[config.mk]
export PLATFORM = sky130hd
export DESIGN_NAME = ahb_arbiter
export DESIGN_NICKNAME = d
export VERILOG_FILES = /design/src/rtl/ahb_arbiter.sv
export SDC_FILE = /design/constraint.sdc
export NUM_CORES = 1
export LEC_CHECK = 0
export CAP_MARGIN = 20
export CORE_MARGIN = 5
export CORE_UTILIZATION = 45
export DETAILED_ROUTE_END_ITERATION = 8
export DONT_BUFFER_PORTS = 1
export PLACE_DENSITY = 0.73
export SLEW_MARGIN = 0
export SYNTH_ARGS = -nofsm -noshare
export SYNTH_HDL_FRONTEND = slang
export SYNTH_SLANG_ARGS = --single-unit
export TNS_END_PERCENT = 50
[constraint.sdc]
create_clock -name hclk -period 1.6 [get_ports hclk]
set_clock_uncertainty 0.1 [all_clocks]
set_input_delay 0.24 -clock hclk [delete_from_list [all_inputs] [get_ports hclk]]
set_output_delay 0.24 -clock hclk [all_outputs]
set_load 0.02 [all_outputs]
[src/rtl/ahb_arbiter.sv]
// ahb_arbiter: four-master round-robin AHB bus arbiter that never breaks a fixed-length burst.
// Optional locked transfers are enabled by defining AHB_ARB_LOCK_EN.
module ahb_arbiter #(
    parameter int unsigned NUM_MASTERS    = 4,
    parameter int unsigned DEFAULT_MASTER = 0
) (
    input  logic                   hclk,
    input  logic                   hreset,
    input  logic [NUM_MASTERS-1:0] hbusreq,
    input  logic [NUM_MASTERS-1:0] hlock,
    input  logic [1:0]             htrans,
    input  logic [2:0]             hburst,
    input  logic                   hready,
    output logic [NUM_MASTERS-1:0] hgrant,
    output logic [1:0]             hmaster,
    output logic                   hmastlock
);
    localparam logic [1:0] TransIdle   = 2'b00;
    localparam logic [1:0] TransNonseq = 2'b10;
    localparam logic [1:0] TransSeq    = 2'b11;
    localparam logic [2:0] BurstSingle = 3'b000;
    localparam logic [2:0] BurstIncr   = 3'b001;

    localparam logic [1:0]             DefaultIdx   = 2'(DEFAULT_MASTER);
    localparam logic [NUM_MASTERS-1:0] DefaultGrant =
        {{(NUM_MASTERS-1){1'b0}}, 1'b1} << DEFAULT_MASTER;

    typedef enum logic [1:0] {StIdle, StBurst, StIncr} state_e;

    state_e                 state_q, state_d, fresh_state;
    logic [4:0]             cnt_q, cnt_d, burst_len_m1;
    logic [1:0]             ptr_q, grant_idx, arb_idx, cand;
    logic [NUM_MASTERS-1:0] grant_d;
    logic                   is_nonseq, is_seq, fixed_burst, multi_beat;
    logic                   arb_found, arb_point, lock_hold;

    assign is_nonseq   = (htrans == TransNonseq);
    assign is_seq      = (htrans == TransSeq);
    assign fixed_burst = (hburst[2:1] != 2'b00);
    assign multi_beat  = (hburst != BurstSingle);

    always_comb begin
        unique case (hburst[2:1])
            2'b01:   burst_len_m1 = 5'd3;
            2'b10:   burst_len_m1 = 5'd7;
            2'b11:   burst_len_m1 = 5'd15;
            default: burst_len_m1 = 5'd0;
        endcase
    end

    always_comb begin
        grant_idx = '0;
        for (int i = 0; i < NUM_MASTERS; i++) begin
            if (hgrant[i]) grant_idx = 2'(i);
        end
    end

    // Search starts just past the current owner, so the owner itself is tried last.
    always_comb begin
        arb_found = 1'b0;
        arb_idx   = DefaultIdx;
        cand      = '0;
        for (int k = 1; k <= NUM_MASTERS; k++) begin
            cand = ptr_q + 2'(k);
            if (!arb_found && hbusreq[cand]) begin
                arb_found = 1'b1;
                arb_idx   = cand;
            end
        end
        grant_d          = '0;
        grant_d[arb_idx] = 1'b1;
    end

`ifdef AHB_ARB_LOCK_EN
    assign lock_hold = hlock[grant_idx];

    always_ff @(posedge hclk or posedge hreset) begin
        if (hreset) begin
            hmastlock <= 1'b0;
        end else if (hready) begin
            hmastlock <= hlock[grant_idx];
        end
    end
`else
    logic unused_lock;
    assign unused_lock = ^hlock;
    assign lock_hold   = 1'b0;
    assign hmastlock   = 1'b0;
`endif

    always_comb begin
        fresh_state = StIdle;
        if (is_nonseq && fixed_burst) begin
            fresh_state = StBurst;
        end else if (is_nonseq && hburst == BurstIncr) begin
            fresh_state = StIncr;
        end

        state_d   = state_q;
        arb_point = 1'b0;
        case (state_q)
            StIdle: begin
                state_d   = fresh_state;
                arb_point = !(is_nonseq && multi_beat);
            end
            StBurst: begin
                // Early grant on the last beat's address phase.
                if (is_seq && cnt_q == 5'd1) begin
                    state_d   = StIdle;
                    arb_point = 1'b1;
                end
            end
            StIncr: begin
                arb_point = !hbusreq[hmaster];
                if (htrans == TransIdle) begin
                    state_d = StIdle;
                end else if (is_nonseq) begin
                    state_d = fresh_state;
                end
            end
            default: state_d = StIdle;
        endcase
        if (lock_hold) arb_point = 1'b0;

        cnt_d = cnt_q;
        if (is_nonseq) begin
            cnt_d = burst_len_m1;
        end else if (is_seq && cnt_q != 5'd0) begin
            cnt_d = cnt_q - 5'd1;
        end
    end

    always_ff @(posedge hclk or posedge hreset) begin
        if (hreset) begin
            state_q <= StIdle;
            cnt_q   <= '0;
            ptr_q   <= DefaultIdx;
            hgrant  <= DefaultGrant;
            hmaster <= DefaultIdx;
        end else if (hready) begin
            state_q <= state_d;
            cnt_q   <= cnt_d;
            hmaster <= grant_idx;
            if (arb_point) begin
                hgrant <= grant_d;
                ptr_q  <= arb_idx;
            end
        end
    end

endmodule

# Word-level counts from Yosys, hierarchy flattened
# Index checks and enable logic that the tools add are counted.
[totals]
word_cells = 83
input_bits = 16
regBits = 15
[classes]
n_eq_ne = 11
n_mux = 33
addsub = 4
order_cmp = 7
reduce_logical = 23
[op_table]
columns = ["op", "n"]
rows = [
  ["2-bit two-way mux", 11],
  ["2-bit by 3-bit less-than comparator with 1-bit output, second input constant", 6],
  ["4-bit case mux with 3 select lines", 1],
  ["1-bit two-way mux", 11],
  ["1-bit binary-select mux with 2-bit select", 5],
  ["2-bit equality test, second input constant", 5],
  ["5-bit two-way mux", 2],
  ["1-bit logical AND", 9],
  ["2-bit case mux with 3 select lines", 1],
  ["5-bit by 1-bit equality test with 1-bit output, second input constant", 1],
  ["1-bit logical NOT", 5],
  ["5-bit nonzero test", 1],
  ["5-bit by 1-bit subtractor with 5-bit output, second input constant", 1],
  ["2-bit adder, second input constant", 2],
  ["2-bit by 1-bit equality test with 1-bit output, second input constant", 2],
  ["2-bit logical NOT", 2],
  ["2-bit AND reduction", 2],
  ["2-bit nonzero test", 2],
  ["3-bit by 1-bit equality test with 1-bit output, second input constant", 1],
  ["3-bit != test, second input constant", 1],
  ["1-bit case mux with 3 select lines", 1],
  ["3-bit AND reduction", 1],
  ["3-bit nonzero test", 1],
  ["2-bit by 1-bit adder with 2-bit output, second input constant", 1],
  ["3 further kinds", 3],
]

# Depth between registers and ports, before layout
# Gate-level depths: netlist (run 1).
[depth]
depth_word = 17
mapped_depth = 5
ltp_nobuf = 5

# Worst setup path before layout (run 1)
# OpenSTA, ideal clock, no wires.
[synth_timing]
kind = "register to register"
start = "reg cnt_q[2]"
end = "reg ptr_q[1]"
path_stages_with_launch = 5
n_path_buf = 0
setup_time_ps = 125
arrival_time_ps = 1399
synth_period_minus_slack_ps = 1624
required_time_ps = 1375
setup_slack_ps = -24
path_cell_list = "dfrtp_1 > nor4b_4 > nand4_4 > o21ai_2 > mux2_2"
[synth_via]
elab_chain_len = 5
[synth_lines]
columns = ["element", "line", "source"]
rows = [
  ["start: declaration", "31", "logic [4:0] cnt_q, cnt_d, burst_len_m1;"],
  ["start signal: assignment", "142", "cnt_q <= cnt_d;"],
  ["5-bit by 1-bit equality test with 1-bit output", "108", "if (is_seq && cnt_q == 5'd1) begin"],
  ["1-bit logical AND", "108", ""],
  ["1-bit two-way mux", "108", ""],
  ["1-bit case mux with 3 select lines", "101", "case (state_q)"],
  ["2-bit AND reduction (no source line)", "-", ""],
  ["end signal: assignment", "137", "ptr_q <= DefaultIdx;"],
  ["end signal: assignment", "146", "ptr_q <= arb_idx;"],
  ["end: declaration", "32", "logic [1:0] ptr_q, grant_idx, arb_idx, cand;"],
]
# No other way between the ends.
# A chain may end at the register's enable or synchronous reset.

# Worst setup path in the final report (run 1)
[layout_timing]
start = "reg cnt_q[4]"
end = "reg ptr_q[1]"
# The elaborated chain is that of the path after synthesis.

==> results of run 1 <==
[registers in the layout, summed over array words and instances, names as in the netlist]
| register | flops |
|---|---|
| ptr_q | 2 |
| hgrant | 4 |
| hmaster | 2 |
| cnt_q | 5 |
| state_q | 2 |
[final cells by class]
cell class	instances	area [um2]
inverters	6	22.5
well taps	28	35.0
repair buffers	15	128
multi-input cells	82	641
clock buffers	4	26.3
fillers	205	941
flip-flops and latches	15	377
[metal layers]
layer  wire, um  vias to the layer above  part of all wire
li1           -                      419                 -
met1        912                      459              0.37
met2       1330                       27              0.54
met3        209                        4             0.084
met4         29                        0             0.012
met5          0                        -                 0
[worst paths after layout]
path	end	from	cells past startpoint	slack (ps)
worst max-delay path	ptr_q[1]	cnt_q[4]	5	8
worst min-delay path	hmaster[0]	hready	2	10
worst max register to register	ptr_q[1]	cnt_q[4]	5	8
worst min register to register	state_q[1]	state_q[0]	1	440
max in group asynchronous	ptr_q[0]	hreset	2	650
min in group asynchronous	ptr_q[1]	hreset	2	360
[power groups by stage]
stage	Sequential [mW]	Combinational, mW	Clock, mW
global route	0.740	0.870	0.253
global placement	0.718	0.663	0
floorplan	0.746	0.438	0
detailed placement	0.719	0.694	0
CTS	0.715	0.765	0.232
finish	0.719	0.798	0.222
[synth_stat cells, types with 2 or more instances]
| cell type | number |
|---|---|
| nand3_1 | 4 |
| nand2b_1 | 4 |
| nor2_1 | 8 |
| a22o_1 | 2 |
| o21ai_0 | 7 |
| nand2_1 | 8 |
| buf_4 | 2 |
| mux2_2 | 2 |
| nor3_1 | 2 |
| o211ai_1 | 4 |
| a21oi_1 | 7 |
| nor2b_1 | 4 |
| dfrtp_1 | 14 |
| ha_1 | 3 |
| o31ai_1 | 4 |
| mux2i_1 | 2 |
| inv_1 | 6 |
[cell usage in the layout, fill, tap and decap left out, types with 2 or more instances in the layout]
master         netlist  layout
nand2b_1             4       4
buf_6                0       2
mux2_4               0       2
nand2_1              8       8
o211ai_1             4       4
nor3_1               2       2
nand3_1              4       4
o31ai_2              0       4
dfrtp_1             14      14
o21ai_0              7       7
dlygate4sd3_1        0       3
clkbuf_4             0       3
a21oi_1              7       6
nor2b_1              4       3
buf_4                2      10
nor2_1               8       8
mux2i_1              2       2
inv_1                6       6
ha_1                 3       3
a22o_1               2       2
[cells by family (layout without fill, tap and decap cells)]
logic type	count (synthesis)	after routing	share of synthesized area
adders and majority gates	3	3	0.0373
DFF	15	15	0.374
and+or+nand+nor	37	37	0.224
buffers and inverters	8	25	0.0373
other	1	1	0.00373
AOI/OAI and AO/OA	36	36	0.270
muxes	5	5	0.0535
[per-stage QoR]
stage	area (um2)	setup TNS (ps)	setup slack, ps	utilization
floorplan	1010	-3.92	-3.92	-
global placement	1100	-30.7	-21.8	0.507
detailed placement	1100	-162	-59.7	0.507
CTS	1190	-251	-58.0	0.547
global route	1230	-184	-60.0	0.566
finish	1230	0	7.91	0.566
[timing repair]
action / 4_1_cts / 5_1_grt
setup endpoints to repair: 9 / 11
endpoints found under the hold margin: 18 / 0
buffers inserted: 0 / 2
hold buffers: 3 / 0
pin swaps: 4 / 5
resized for setup: 6 / 6
==> impl_metrics.toml, run 1 <==
[critical_path]
start_kind = "flip-flop"
endpoint_kind = "flip-flop"
crit_slowest_cell = "dfrtp_1"
critPathBufInv = 1
cpPeakStageDelay_ps = 410
critPathKind = "reg2reg"
crit_chain = "nor4b_4 -> buf_4 -> nand4_4 -> o21ai_4 -> mux2_4"
critPathTopFamily = "flip-flops"
arrival_ps = 1670
cp_max_fo = 4
crit_required_ps = 1680

[power]
combPwrFrac = 0.459
sequentialPowerShare = 0.413
irDropWorstVdd_uv = 1130
power.total_mw = 1.74
leakage_nw = 0.517
power.switching_mw = 0.708
power.share.switching = 0.407
powerDensity_nw_per_um2 = 1420
p_clk_frac = 0.128
intPower_mw = 1.03

[final_layout]
final_layout_size_suffix_gt1_frac = 0.287
antenna_cells = 0
areaGrowthSynthToFinish_pct = 22.1
final_cells = 150
final_nets = 142

[floorplan]
pin_count = 23
floorplan.rows = 17
die_w_um = 57.3
initial_core_util = 0.464
core_um2 = 2170
die_h_um = 57.3
dieArea_um2 = 3280

[cts]
cts_max_level = 1
clk_latency_ps = 290
cts_root_buffer = "clkbuf_4"
clk_pin_slew_worst_paths_ps = 90
numCtsBuffers = 3
cts.path.max_buffers = 2
clock-sinks = 15
cts_tree = "yes"

[logic_synthesis]
synth-edff-count = 0
ys.flop_type = "dfrtp_1"
ys_ff_latch = 15
synth_area_leader_cell = "dfrtp_1"
synth_area_um2 = 1010
synthTopCellsByArea = "dfrtp_1 35%, ha_1 3.7%, a21oi_1 3.5%, o21ai_0 3.5%, nand2_1 3.0%"
yosys_warnings = 0
synth_seq_area_share = 0.374
synth_top_area_frac = 0.348
post_synth.cell_area_avg_um2 = 9.58
synth_cell_types = 39
synth_nets = 124
synth_cells = 105
async_flop_share = 1.00

[grt]
met1_usage = 0.171
antenna_found_initial = 0
grt_pass1_vias = 946
grt.busiest_layer = "met2"
grt_pass1_wl_um = 4120
grt_max_degree = 16
met2_usage = 0.290
grt_overflow = 0
grt_util_met3 = 0.0611
grt_usage = 0.164

[detailed_routing]
wl_um = 2480
viasPerCell = 6.06
vias = 909
wire_per_inst_um = 16.5
drtIter0Drc = 19
drc = 0
antenna_left = 0
drt_pre_antenna_iters = 4

[sta]
fmax_ghz = 0.628
whs_ps = 11.8
report.final.slew_viol_count = 0
finalHoldViolCount = 0
worstMarginPinSlew_ps = 602
post-route-period-util = 0.995
finalSetupViolCount = 0
rsz0062_at_grt = "true"
slew_headroom = 0.598
fin_crit_ps = 1590

[place]
placed_cells = 141
port-buffer-count = 0
gp_congestion = 0.818
hpwl_um = 1750

[status]
status = "complete, no violations"

[flow_run]
maxCapViolCount = 0

[hold_path]
hold_path_class = "in2reg"
Power figures use the tool's default switching activity.
==> inputs of run 2 (changes only) <==
--- a/config.mk
+++ b/config.mk
@@ -5,11 +5,13 @@
 export SDC_FILE = /design/constraint.sdc
 export NUM_CORES = 1
 export LEC_CHECK = 0
+export ABC_CLOCK_PERIOD_IN_PS = 1600
 export CAP_MARGIN = 20
 export CORE_MARGIN = 5
 export CORE_UTILIZATION = 45
 export DETAILED_ROUTE_END_ITERATION = 8
 export DONT_BUFFER_PORTS = 1
+export HOLD_SLACK_MARGIN = 0.05
 export PLACE_DENSITY = 0.73
 export SLEW_MARGIN = 0
 export SYNTH_ARGS = -nofsm -noshare
==> run 2 against run 1 <==
  * Via count increased by 0.77%
  * Hold slack improved by 98 ps
  * Utilization increased by 1.4 points
  * Count of clock-buffer cells in the layout unchanged
  * Design area increased by 2.4%
  * Power increased by 0.38%
  * Non-clock buffer count increased by 3
  * Sequential power about the same
  * Flip-flop and latch count unchanged
  * Sequential share of layout area decreased by 0.73 points
==> impl_metrics.toml, run 2 (synthesis gave the netlist of run 1 again) <==
[status]
status = "complete, no violations"

[final_layout]
largest-register = "cnt_q"
final_layout_size_suffix_gt1_frac = 0.280
antenna_cells = 0
largest_reg_flops = 5
areaGrowthSynthToFinish_pct = 25.1
mostFrequentLayoutCells = "14 x dfrtp_1, 10 x buf_4, 8 x nand2_1, 8 x nor2_1, 7 x o21ai_0"
largestRegisters = "cnt_q: 5 flops, hgrant: 4 flops"
fillers = 201
final_nets = 145
final_area_um2 = 1260
final_common_cell = "dfrtp_1"

[floorplan]
die_w_um = 57.3
core_um2 = 2170
die_h_um = 57.3
initial_core_util = 0.464
floorplan.rows = 17
dieArea_um2 = 3280
pin_count = 23

[detailed_routing]
drc = 0
antenna_left = 0
wire_per_inst_um = 16.2
drt_pre_antenna_iters = 4
drtIter0Drc = 22
viasPerCell = 5.99
wl_um = 2480
vias = 916

[place]
dpl-instance-area_um2 = 1100
gp_congestion = 0.818
hpwl_um = 1750
port-buffer-count = 0

[power]
leakage_nw = 0.527
power.total_mw = 1.75
irDropWorstVdd_uv = 1130
powerDensity_nw_per_um2 = 1390

[grt]
grt_util_met3 = 0.0611
grt_usage = 0.165
grt_pass1_wl_um = 4150
grt.busiest_layer = "met2"
grt_overflow = 0
met1_usage = 0.173
antenna_found_initial = 0
grt_max_degree = 16
grt_pass1_vias = 951
met2_usage = 0.294

[critical_path]
timing.rr.end = "ptr_q[1]"
r2r_start = "cnt_q[4]"
critPathKind = "reg2reg"
crit_slowest_cell = "dfrtp_1"
arrival_ps = 1670
reg2reg_depth = 5
cp_max_fo = 4
crit_required_ps = 1680
start_kind = "flip-flop"
cpPeakStageDelay_ps = 420
crit_chain = "nor4b_4 -> buf_4 -> nand4_4 -> o21ai_4 -> mux2_4"
endpoint_kind = "flip-flop"
rrSetupSlack_ps = 5

[hold_path]
min_to = "cnt_q[2]"
min_from = "hburst[2]"
whs_path_depth = 2
hold_path_class = "in2reg"

[cts]
clk_latency_ps = 290
cts_tree = "yes"
cts_root_buffer = "clkbuf_4"
cts.path.max_buffers = 2
cts_max_level = 1
clk_pin_slew_worst_paths_ps = 90
clock-sinks = 15
numCtsBuffers = 3

[sta]
post-route-period-util = 0.997
worstMarginPinSlew_ps = 595
fin_crit_ps = 1590
report.final.slew_viol_count = 0
rsz0062_at_grt = "true"
slew_headroom = 0.603
finalHoldViolCount = 0
fmax_ghz = 0.627
finalSetupViolCount = 0

[flow_run]
maxCapViolCount = 0
## run 2: routing by layer
metal	share of wire	vias to the layer above
met5	0	-
met1	0.37	462
met2	0.53	23
met3	0.074	6
met4	0.019	0
li1	-	425
## run 2: worst max-delay path by stage
stage | startpoint | endpoint | cells after the start
after floorplan | cnt_q[4] | ptr_q[1] | 4
after global placement | cnt_q[4] | ptr_q[1] | 4
after detailed placement | cnt_q[4] | ptr_q[1] | 4
after CTS | cnt_q[0] | cnt_q[3] | 5
after global routing | hmaster[0] | hgrant[2] | 5
final | cnt_q[4] | ptr_q[1] | 5
## run 2: worst max-delay path, delay by kind of cell, from the launching register on
family / cells / cell delay [ps]
buffers and inverters: 1 / 180
AO/OA/AOI/OAI: 1 / 110
AND/OR/NAND/NOR: 2 / 370
flip-flops: 1 / 420
multiplexers: 1 / 310
## run 2: per-stage QoR
stage                     setup TNS [ps]  setup WS, ps  utilization  hold slack [ps]  instances
after floorplan                    -3.92         -3.92            -             40.8        105
after global placement             -30.7         -21.8        0.507              117        141
after detailed placement            -162         -59.7        0.507              129        141
after CTS                           -251         -58.0        0.557             56.2        150
after global routing                -184         -60.0        0.580              104        153
final                                  0          5.01        0.580              109        153
## run 2: area by class of cell
type	instances	area, um2	area share
Clock buffer	4	26.3	0.0209
Inverter	6	22.5	0.0179
Multi-Input combinational cell	82	641	0.509
Sequential cell	15	377	0.299
Tap cell	28	35.0	0.0278
Timing Repair Buffer	18	158	0.125
## run 2: power breakdown
part | internal [mW] | switching (mW) | leakage, nW
Clock | 0.0969 | 0.126 | 0.0150
Combinational | 0.407 | 0.395 | 0.334
Sequential | 0.532 | 0.189 | 0.178
## run 2: timing repair
| item | 4_1_cts | 5_1_grt |
|---|---|---|
| setup endpoints to repair | 9 | 12 |
| setup buffers | 0 | 2 |
| gates resized for setup | 6 | 6 |
| gates cloned | 0 | 0 |
| endpoints found under the hold margin | 19 | 1 |
| pin swaps | 4 | 5 |
| hold buffers | 5 | 1 |
==> inputs of run 3 (changes only) <==
--- a/config.mk
+++ b/config.mk
@@ -8,11 +8,10 @@
 export ABC_CLOCK_PERIOD_IN_PS = 1600
 export CAP_MARGIN = 20
 export CORE_MARGIN = 5
-export CORE_UTILIZATION = 45
+export CORE_UTILIZATION = 44
 export DETAILED_ROUTE_END_ITERATION = 8
-export DONT_BUFFER_PORTS = 1
 export HOLD_SLACK_MARGIN = 0.05
-export PLACE_DENSITY = 0.73
+export PLACE_DENSITY = 0.85
 export SLEW_MARGIN = 0
 export SYNTH_ARGS = -nofsm -noshare
 export SYNTH_HDL_FRONTEND = slang
==> run 3 against run 2 <==
  * The flow now finishes with violations (setup timing)
  * Critical path depth unchanged
  * Critical endpoint unchanged
  * Combinational power increased by 22%
  * Largest cell class unchanged
  * Sequential power down 5.7%
  * Highest routed layer unchanged
  * Die area grew 1.9%
  * Register-to-register slack worse by 30 ps
  * First-iteration DRC count shrank 82%
  * Global-route usage fell by 0.074 points
==> impl_metrics.toml, run 3 (synthesis gave the netlist of run 1 again) <==
[grt]
antenna_found_initial = 0
grt_pass1_wl_um = 4330
grt_usage = 0.164
grt_overflow = 0
grt_pass1_vias = 1007
grt_max_degree = 16

[sta]
fin_ws_ps = -23.5
finalHoldViolCount = 0
finalSetupViolCount = 2
fin_crit_ps = 1620
fmax_ghz = 0.616
rsz0062_at_grt = "true"
post-route-period-util = 1.01
report.final.slew_viol_count = 0

[flow_run]
maxCapViolCount = 0

[place]
hpwl_um = 1970
gp_congestion = 0.885
pre_cts_ws_ps = -382
port-buffer-count = 17

[floorplan]
dieArea_um2 = 3340
die_w_um = 57.8
pin_count = 23
core_um2 = 2190
die_h_um = 57.8
floorplan.rows = 17
initial_core_util = 0.459

[critical_path]
crit_chain = "clkdlybuf4s50_1 -> nor2b_1 -> or3b_2 -> o221a_4 -> mux2_4"
start_kind = "input pin"
endpoint_kind = "flip-flop"
critPathKind = "in2reg"
arrival_ps = 1690
cp_max_fo = 3
crit_slowest_cell = "or3b_2"
cpPeakStageDelay_ps = 490
critPathBufInv = 1
crit_required_ps = 1670
critPathTopFamily = "simple AND/OR/NAND/NOR gates"

[detailed_routing]
viasPerCell = 5.40
wire_per_inst_um = 13.8
wl_um = 2490
drt_pre_antenna_iters = 4
drc = 0
vias = 977
drtIter0Drc = 4
antenna_left = 0

[power]
powerDensity_nw_per_um2 = 1260
irDropWorstVdd_uv = 907
leakage_nw = 0.669
power.total_mw = 1.87

[cts]
numCtsBuffers = 3
cts_root_buffer = "clkbuf_4"
clk_pin_slew_worst_paths_ps = 90
clock-sinks = 15
cts_tree = "yes"
ctsHoldBuffers = 0
cts.path.max_buffers = 2
cts_max_level = 1
clk_latency_ps = 280

[final_layout]
largest_reg_flops = 5
areaGrowthSynthToFinish_pct = 47.3
antenna_cells = 0
largestRegisters = "cnt_q: 5 flops, hgrant: 4 flops"
fillers = 180
final_common_cell = "buf_4"
final_nets = 173
final_layout_size_suffix_gt1_frac = 0.340
mostFrequentLayoutCells = "29 x buf_4, 14 x dfrtp_1, 11 x clkdlybuf4s50_1"
largest-register = "cnt_q"

[hold_path]
hold_path_class = "in2async"

[status]
failed_checks = "setup timing"
status = "finished, violations left"
[run 3: cell count changes in the layout (fill, tap and decap cells not counted), sizes merged]
cell | previous run | this run
dlygate4sd3 | 6 | 0
clkdlybuf4s50 | 0 | 11
dlygate4sd2 | 0 | 6
buf | 12 | 29
clkinv | 0 | 1
clkbuf | 4 | 3
[run 3: cell type report]
type | count | area [um2] | share of cell area
flip-flops and latches | 15 | 377 | 0.254
inverters | 6 | 22.5 | 0.0152
clock buffers | 3 | 22.5 | 0.0152
multi-input cells | 82 | 639 | 0.432
repair buffers | 46 | 380 | 0.257
clock inverters | 1 | 5.00 | 0.00338
well taps | 28 | 35.0 | 0.0236
[run 3: worst paths after layout]
kind                             from         end  slack [ps]  cells past startpoint
setup / recovery           hbusreq[3]    ptr_q[1]         -20                      5
hold / removal                 hreset  hmaster[1]         160                      3
setup reg to reg             cnt_q[2]   hgrant[3]         -20                      6
hold reg to reg            state_q[0]  state_q[1]         430                      1
max in group asynchronous      hreset   hgrant[0]        1010                      3
min in group hclk          state_q[0]  state_q[1]         430                      1
[run 3: power breakdown]
group / total (mW) / leakage [nW] / switching (mW) / internal, mW
registers: 0.680 / 0.178 / 0.149 / 0.532
logic: 0.980 / 0.474 / 0.482 / 0.498
clock network: 0.210 / 0.0177 / 0.117 / 0.0927
total: 1.87 / 0.669 / 0.747 / 1.12
[run 3: what timing repair did]
item	4_1_cts	5_1_grt
pin swaps	1	0
resized for setup	11	4
buffers inserted	1	0
endpoints found under the setup margin	14	8
gates cloned	0	0
[run 3: worst register-to-register path, cell delays in order (launching register included)]
cell and delay (ps):
dfrtp_1 430, nor4b_4 270, buf_4 170, nand4_4 90, buf_4 170, o211ai_1 150
o31ai_4 110
[run 3: layer usage]
metal / up-vias / GRT usage / wire length, um
met4: 0 / 0.0695 / 16
met1: 467 / 0.183 / 1020
met5: - / 0 / 0
met3: 2 / 0.0356 / 105
li1: 486 / - / -
met2: 22 / 0.297 / 1350
[run 3: through the flow]
stage                     instance area, um2  hold slack [ps]  utilization  instances  TNS [ps]
after floorplan                         1010             40.8            -        105     -3.92
after global placement                  1410              384        0.642        176     -2680
after detailed placement                1410              391        0.642        176     -3640
after CTS                               1460              156        0.666        181     -31.4
after global routing                    1480              151        0.676        181      -282
final                                   1480              155        0.676        181     -43.5
